--- src/rtl/fake_mem_sched_pkg.sv ---
// Shared types and defaults for the fake-memory AXI4 handshake scheduler.
package fake_mem_sched_pkg;

  localparam int unsigned DEF_LEN_WIDTH = 8;
  localparam int unsigned DEF_LAT_WIDTH = 8;

  typedef enum logic [2:0] {
    S_IDLE   = 3'd0,
    S_AR     = 3'd1,
    S_R_LAT  = 3'd2,
    S_R_DATA = 3'd3,
    S_AW     = 3'd4,
    S_W_DATA = 3'd5,
    S_W_LAT  = 3'd6,
    S_B      = 3'd7
  } sched_state_e;

  typedef enum logic {
    GRANT_READ  = 1'b0,
    GRANT_WRITE = 1'b1
  } grant_e;

endpackage

--- src/rtl/fake_mem_lat_timer.sv ---
// Loadable down-counter; done is high while the count sits at 1, i.e. in the
// last idle cycle before the next phase may start.
module fake_mem_lat_timer
  import fake_mem_sched_pkg::*;
#(
  parameter int unsigned LAT_WIDTH = DEF_LAT_WIDTH
) (
  input  logic                 clk,
  input  logic                 rst_n,
  input  logic                 load,
  input  logic [LAT_WIDTH-1:0] load_val,
  output logic                 done
);

  logic [LAT_WIDTH-1:0] cnt_q;
  logic [LAT_WIDTH-1:0] cnt_d;

  // next count: load wins, otherwise decrement until zero
  always_comb begin
    cnt_d = cnt_q;
    if (load) begin
      cnt_d = load_val;
    end else if (cnt_q != {LAT_WIDTH{1'b0}}) begin
      cnt_d = cnt_q - LAT_WIDTH'(1);
    end else begin
      cnt_d = cnt_q;
    end
  end

  // count register
  always_ff @(posedge clk or negedge rst_n) begin
    if (!rst_n) begin
      cnt_q <= {LAT_WIDTH{1'b0}};
    end else begin
      cnt_q <= cnt_d;
    end
  end

  assign done = (cnt_q == LAT_WIDTH'(1));

endmodule

--- src/rtl/fake_mem_axi_scheduler.sv ---
// One-transaction-in-flight AXI4 handshake gate with round-robin read/write
// arbitration and programmable read/write latency insertion.
module fake_mem_axi_scheduler
  import fake_mem_sched_pkg::*;
#(
  parameter int unsigned LEN_WIDTH  = DEF_LEN_WIDTH,
  parameter int unsigned LAT_WIDTH  = DEF_LAT_WIDTH,
  parameter int unsigned RD_LATENCY = 4,
  parameter int unsigned WR_LATENCY = 4
) (
  input  logic                 clk,
  input  logic                 rst_n,
  input  logic                 s_arvalid,
  output logic                 s_arready,
  input  logic [LEN_WIDTH-1:0] s_arlen,
  output logic                 m_arvalid,
  input  logic                 m_arready,
  output logic                 s_rvalid,
  input  logic                 s_rready,
  input  logic                 m_rvalid,
  output logic                 m_rready,
  input  logic                 m_rlast,
  input  logic                 s_awvalid,
  output logic                 s_awready,
  input  logic [LEN_WIDTH-1:0] s_awlen,
  output logic                 m_awvalid,
  input  logic                 m_awready,
  input  logic                 s_wvalid,
  output logic                 s_wready,
  input  logic                 s_wlast,
  output logic                 m_wvalid,
  input  logic                 m_wready,
  output logic                 s_bvalid,
  input  logic                 s_bready,
  input  logic                 m_bvalid,
  output logic                 m_bready,
  output logic                 busy,
  output logic                 proto_err
);

  sched_state_e         state_q, state_d;
  grant_e               grant_q, grant_d;
  logic [LEN_WIDTH-1:0] beat_q, beat_d;
  logic                 perr_q, perr_d;
  logic                 lat_load;
  logic [LAT_WIDTH-1:0] lat_val;
  logic                 lat_done;

  fake_mem_lat_timer #(.LAT_WIDTH(LAT_WIDTH)) u_lat_timer (
    .clk      (clk),
    .rst_n    (rst_n),
    .load     (lat_load),
    .load_val (lat_val),
    .done     (lat_done)
  );

  // next-state, counters and handshake gating for the granted channel only
  always_comb begin
    state_d   = state_q;
    grant_d   = grant_q;
    beat_d    = beat_q;
    perr_d    = perr_q;
    lat_load  = 1'b0;
    lat_val   = {LAT_WIDTH{1'b0}};
    m_arvalid = 1'b0;
    s_arready = 1'b0;
    s_rvalid  = 1'b0;
    m_rready  = 1'b0;
    m_awvalid = 1'b0;
    s_awready = 1'b0;
    m_wvalid  = 1'b0;
    s_wready  = 1'b0;
    s_bvalid  = 1'b0;
    m_bready  = 1'b0;
    case (state_q)
      S_IDLE: begin
        if (s_arvalid && s_awvalid) begin
          if (grant_q == GRANT_WRITE) begin
            state_d = S_AR;
            grant_d = GRANT_READ;
          end else begin
            state_d = S_AW;
            grant_d = GRANT_WRITE;
          end
        end else if (s_arvalid) begin
          state_d = S_AR;
          grant_d = GRANT_READ;
        end else if (s_awvalid) begin
          state_d = S_AW;
          grant_d = GRANT_WRITE;
        end else begin
          state_d = S_IDLE;
        end
      end
      S_AR: begin
        m_arvalid = s_arvalid;
        s_arready = m_arready;
        if (s_arvalid && m_arready) begin
          beat_d = s_arlen;
          if (RD_LATENCY == 0) begin
            state_d = S_R_DATA;
          end else begin
            lat_load = 1'b1;
            lat_val  = LAT_WIDTH'(RD_LATENCY);
            state_d  = S_R_LAT;
          end
        end else begin
          state_d = S_AR;
        end
      end
      S_R_LAT: begin
        if (lat_done) begin
          state_d = S_R_DATA;
        end else begin
          state_d = S_R_LAT;
        end
      end
      S_R_DATA: begin
        s_rvalid = m_rvalid;
        m_rready = s_rready;
        if (m_rvalid && s_rready) begin
          // the beat count, not the last flag, decides when the burst ends
          if (m_rlast != (beat_q == {LEN_WIDTH{1'b0}})) begin
            perr_d = 1'b1;
          end else begin
            perr_d = perr_q;
          end
          if (beat_q == {LEN_WIDTH{1'b0}}) begin
            state_d = S_IDLE;
          end else begin
            beat_d = beat_q - LEN_WIDTH'(1);
          end
        end else begin
          state_d = S_R_DATA;
        end
      end
      S_AW: begin
        m_awvalid = s_awvalid;
        s_awready = m_awready;
        if (s_awvalid && m_awready) begin
          beat_d  = s_awlen;
          state_d = S_W_DATA;
        end else begin
          state_d = S_AW;
        end
      end
      S_W_DATA: begin
        m_wvalid = s_wvalid;
        s_wready = m_wready;
        if (s_wvalid && m_wready) begin
          if (s_wlast != (beat_q == {LEN_WIDTH{1'b0}})) begin
            perr_d = 1'b1;
          end else begin
            perr_d = perr_q;
          end
          if (beat_q == {LEN_WIDTH{1'b0}}) begin
            if (WR_LATENCY == 0) begin
              state_d = S_B;
            end else begin
              lat_load = 1'b1;
              lat_val  = LAT_WIDTH'(WR_LATENCY);
              state_d  = S_W_LAT;
            end
          end else begin
            beat_d = beat_q - LEN_WIDTH'(1);
          end
        end else begin
          state_d = S_W_DATA;
        end
      end
      S_W_LAT: begin
        if (lat_done) begin
          state_d = S_B;
        end else begin
          state_d = S_W_LAT;
        end
      end
      S_B: begin
        s_bvalid = m_bvalid;
        m_bready = s_bready;
        if (m_bvalid && s_bready) begin
          state_d = S_IDLE;
        end else begin
          state_d = S_B;
        end
      end
      default: begin
        state_d = S_IDLE;
      end
    endcase
  end

  // control registers; reset favours read on the first contested grant
  always_ff @(posedge clk or negedge rst_n) begin
    if (!rst_n) begin
      state_q <= S_IDLE;
      grant_q <= GRANT_WRITE;
      beat_q  <= {LEN_WIDTH{1'b0}};
      perr_q  <= 1'b0;
    end else begin
      state_q <= state_d;
      grant_q <= grant_d;
      beat_q  <= beat_d;
      perr_q  <= perr_d;
    end
  end

  assign busy      = (state_q != S_IDLE);
  assign proto_err = perr_q;

endmodule

--- config.mk ---
export PLATFORM = sky130hd
export DESIGN_NAME = fake_mem_axi_scheduler
export DESIGN_NICKNAME = d
export VERILOG_FILES = /design/src/rtl/fake_mem_sched_pkg.sv /design/src/rtl/fake_mem_lat_timer.sv /design/src/rtl/fake_mem_axi_scheduler.sv
export SDC_FILE = /design/constraint.sdc
export NUM_CORES = 1
export LEC_CHECK = 0
export ABC_AREA = 1
export BUFFER_PORTS_ARGS = -buffer_cell sky130_fd_sc_hd__buf_2
export CORE_UTILIZATION = 30
export CTS_CLUSTER_SIZE = 16
export DETAILED_ROUTE_END_ITERATION = 12
export RECOVER_POWER = 25
export SETUP_SLACK_MARGIN = 0.5
export SYNTH_ARGS = -nofsm -noshare
export SYNTH_HDL_FRONTEND = slang
export SYNTH_SLANG_ARGS = --single-unit
--- constraint.sdc ---
create_clock -name clk -period 2.85 [get_ports clk]
set_input_delay 0.57 -clock clk [delete_from_list [all_inputs] [get_ports clk]]
set_output_delay 0.57 -clock clk [all_outputs]
set_load 0.005 [all_outputs]
==> metrics.md <==
| Metric | Value |
|---|---|
| Number of design-rule violations left by the first detailed-router iteration | approximately 110 |
| Antenna viol nets, final | 0 |
| TritonCTS sink count | 21 |
| DRC errors left | 0 |
| Switching part of the total | between 50% and 60% |
| Skew final | approximately 0.0026 ns |
| Slack of the worst reg-to-reg path | about 1.1 ns |
| RSZ-0062 raised after global routing | false |
| Part of the power in combinational logic | between 50% and 60% |
| Number of cells on the worst reg-to-reg path | 9 |
| Initial antenna violation count | 0 |
| Kind of launch point of the worst setup path | flip-flop |
| Routed via count divided by cell count | about 4.5 |
| Post-DP HPWL | 3.18 mm |
| Switching component of the power | between 1 and 1.5 mW |
| # hold bufs at CTS | 0 |
| Die Span X | 76.4 microns |
| Critical path capture point type | output port |
| Post-synthesis net count | between 200 and 300 |
| Data required time of the critical path | between 2 and 2.5 ns |
| Area of the core region | approximately 5200 sq um |
| Register bit total from synthesis | 21 |
| Wire length of the first global-routing pass | 6.61 mm |
| Internal power | around 980 uW |
| Leakage dissipation | 1.09 nW |
| Highest metal layer used by the detailed router | met4 |
| Setup Total Neg Slack | 0 ns |
| Highest clock frequency the design can meet | about 0.52 GHz |
| TritonCTS clock tree | yes |
| Number of I/O port buffers | slightly above 40 |
| Share of final-layout standard cells stronger than drive strength 1 | about 20% |
| Arrival time of data at the critical path endpoint | 1.36 ns |
| Worst-case vdd ir drop | 0.283 mV |
| Number of I/O pins | 42 |
| Reg2reg start | state_q[2] |
| CTS H-tree depth | 1 |
| Met3 WL | between 300 and 400 microns |
| Post-DR wirelength/cell | 10.6 microns |
| Number of resized instances in the post-cts repair step | 0 |
| Peak fanout along the critical path | 10 |
| Die outline area | between 5000 and 6000 sq um |
| Clock-pin slew on the worst setup and hold paths | 0.08 ns |
| Cell row count | 26 |
| Outcome | finished, final reports clean |
| 1st-pass router iterations | 4 |
| Hold crit path type | flip-flop to flip-flop |
| Worst Hold Launch | grant_q |
| End of the worst register-to-register path | beat_q[2] |
| Total global routing track utilization | between 10 and 15% |
| Starting Density | between 30% and 40% |
| Post-route met1 wirelength | between 2 and 2.5 mm |
| Relative contribution of the clock network to total power | between 10% and 20% |
| Antenna diode instance count | 0 |
| Final-report hold violation count | 0 |
| Cell count after synthesis | about 260 |
| Sequential Power Share | between 30% and 40% |
| Layout area overhead | 18.8% |
| RePlAce Congestion | 0.851 |
| Pin count of the biggest net entering global routing | 22 |
| Post-route minimum period | 1.93 ns |
| Count of unique library cells instantiated by Yosys | 28 |
| Hold path endpoint | grant_q |
| Cell at the root of the clock tree | clkbuf_8 |
| Post-synthesis instance area | 1660 sq um |
| Via count of the first global-routing pass | 1423 |
| Number of setup violations in the final report | 0 |
| Least-Margin Pin Slew | around 1.2 ns |
| Ratio of final minimum period to clock period | slightly below 70% |
| Min Hold Slack | 0.491 ns |
| Longest Clk Path Bufs | 2 |
| Aggregate routed wire length | 3.92 mm |
| Worst hold path cell count | 2 |
| Sequential share of the synthesized area | roughly a third |
| TritonCTS buffer count | 3 |
| FILL cells | approximately 600 |
| Number of nets in the finished design | about 340 |
| Count of yosys warnings during synthesis | 0 |
| Clock latency on the worst-skew pair | approximately 0.26 ns |
| Total number of vias | around 1700 |
| Die span in y | 76.4 microns |
| Relative slew slack | around 23% |
| Maxcap violations | 0 |
| Final global-route overflow total | 0 |
| Count of buffers added by post-CTS timing repair for setup | 0 |
| Syn avg cell area | 6.43 sq um |
| Startpoint-to-endpoint class of the critical path | flip-flop to output port |
| Final-report max-slew violation count | 0 |
| Met2 wire length | between 1.5 and 2 mm |
| Areal power density over the cells | ~1000 nW/um^2 |
==> layout by cell type, fill, tap and decap left out, types with 4 or more instances in the layout <==
cell,count
inv_1,43
a21oi_1,7
nor2_1,40
nor2_2,4
dfrtp_1,20
xor2_1,4
o21ai_0,7
nand2_1,69
ha_1,5
nand3_1,27
nor3_1,4
buf_2,40
==> kinds of logic (layout without fill, tap and decap cells) <==
kind of cell / count (synthesis) / count (layout) / share of synthesized area, %
and+or+nand+nor: 157 / 157 / 42.2
buffers and inverters: 48 / 90 / 11.8
AOI/OAI and AO/OA: 22 / 22 / 7.92
DFF: 21 / 21 / 31.7
adders and majority gates: 5 / 5 / 3.77
xor gates and xnor gates: 5 / 5 / 2.64
==> metal layers <==
metal | up-vias | track usage, %
met1 | 711 | 22.2
met3 | 2 | 1.92
met4 | 0 | 3.46
li1 | 891 | -
met2 | 53 | 19.6
met5 | - | 0
==> metrics by stage <==
stage          util (%)  std cells  setup WS, ns  area (sq um)  power [mW]
2_1_floorplan         -        258          1.43          1660        1.56
3_3_place_gp       37.0        366          1.15          1930        1.79
3_5_place_dp       37.0        366          1.12          1930        1.80
4_1_cts            37.9        370         0.917          1970        2.01
5_1_grt            37.9        370         0.777          1970        2.22
6_report           37.9        370         0.924          1970        1.99
==> registers in the layout, summed over array words and instances (netlist names) <==
| name | cells |
|---|---|
| beat_q | 8 |
| grant_q | 1 |
| proto_err | 1 |
| state_q | 3 |
| u_lat_timer.cnt_q | 8 |
==> Yosys cell counts <==
master,n,area [sq um]
nand4_1,3,18.8
buf_6,1,11.3
nor2_4,1,11.3
inv_2,2,7.51
dfrtp_1,20,500
a21oi_1,7,35.0
nand3_2,1,10.0
dfstp_2,1,26.3
a31oi_1,1,6.26
a22oi_1,2,15.0
xor2_1,4,35.0
o22ai_1,1,6.26
nand2_4,1,11.3
nor2_2,4,25.0
nand3_4,1,17.5
inv_1,43,161
nand2_2,3,18.8
buf_4,2,15.0
o21ai_2,3,26.3
nand2_1,69,259
o21ai_0,7,35.0
xnor2_1,1,8.76
nand3b_1,3,22.5
nand3_1,27,135
nor3_1,4,20.0
ha_1,5,62.6
o21bai_1,1,7.51
nor2_1,40,150
==> critical path: stages (launching register included) <==
cell and delay [ns]:
dfrtp_1 0.56, nand3_2 0.28, nor2_1 0.14, buf_2 0.12
==> area by class of cell <==
type | instances | area [sq um] | area share (%)
Sequential cell | 21 | 527 | 26.7
Timing Repair Buffer | 41 | 204 | 10.3
Clock buffer | 3 | 41.3 | 2.10
Multi-Input combinational cell | 189 | 937 | 47.6
Tap cell | 70 | 87.6 | 4.44
Clock inverter | 1 | 5.00 | 0.254
Inverter | 45 | 169 | 8.57
==> power by group through the flow <==
stage / clock network (mW) / logic [mW] / registers, mW
3_5_place_dp: 0 / 1.19 / 0.609
5_1_grt: 0.219 / 1.37 / 0.631
3_3_place_gp: 0 / 1.18 / 0.608
4_1_cts: 0.205 / 1.20 / 0.606
2_1_floorplan: 0 / 1.01 / 0.543
6_report: 0.200 / 1.18 / 0.606
==> how the worst max path moves through the flow <==
stage          depth (start not counted)         to       start
2_1_floorplan                          4  m_awvalid  state_q[0]
3_3_place_gp                           8  beat_q[6]   s_arvalid
3_5_place_dp                           8  beat_q[2]   s_arvalid
4_1_cts                                4  s_awready  state_q[0]
5_1_grt                                4  s_awready  state_q[0]
6_report                               3   s_rvalid  state_q[0]
No activity file was read; power rests on OpenSTA's default activity.
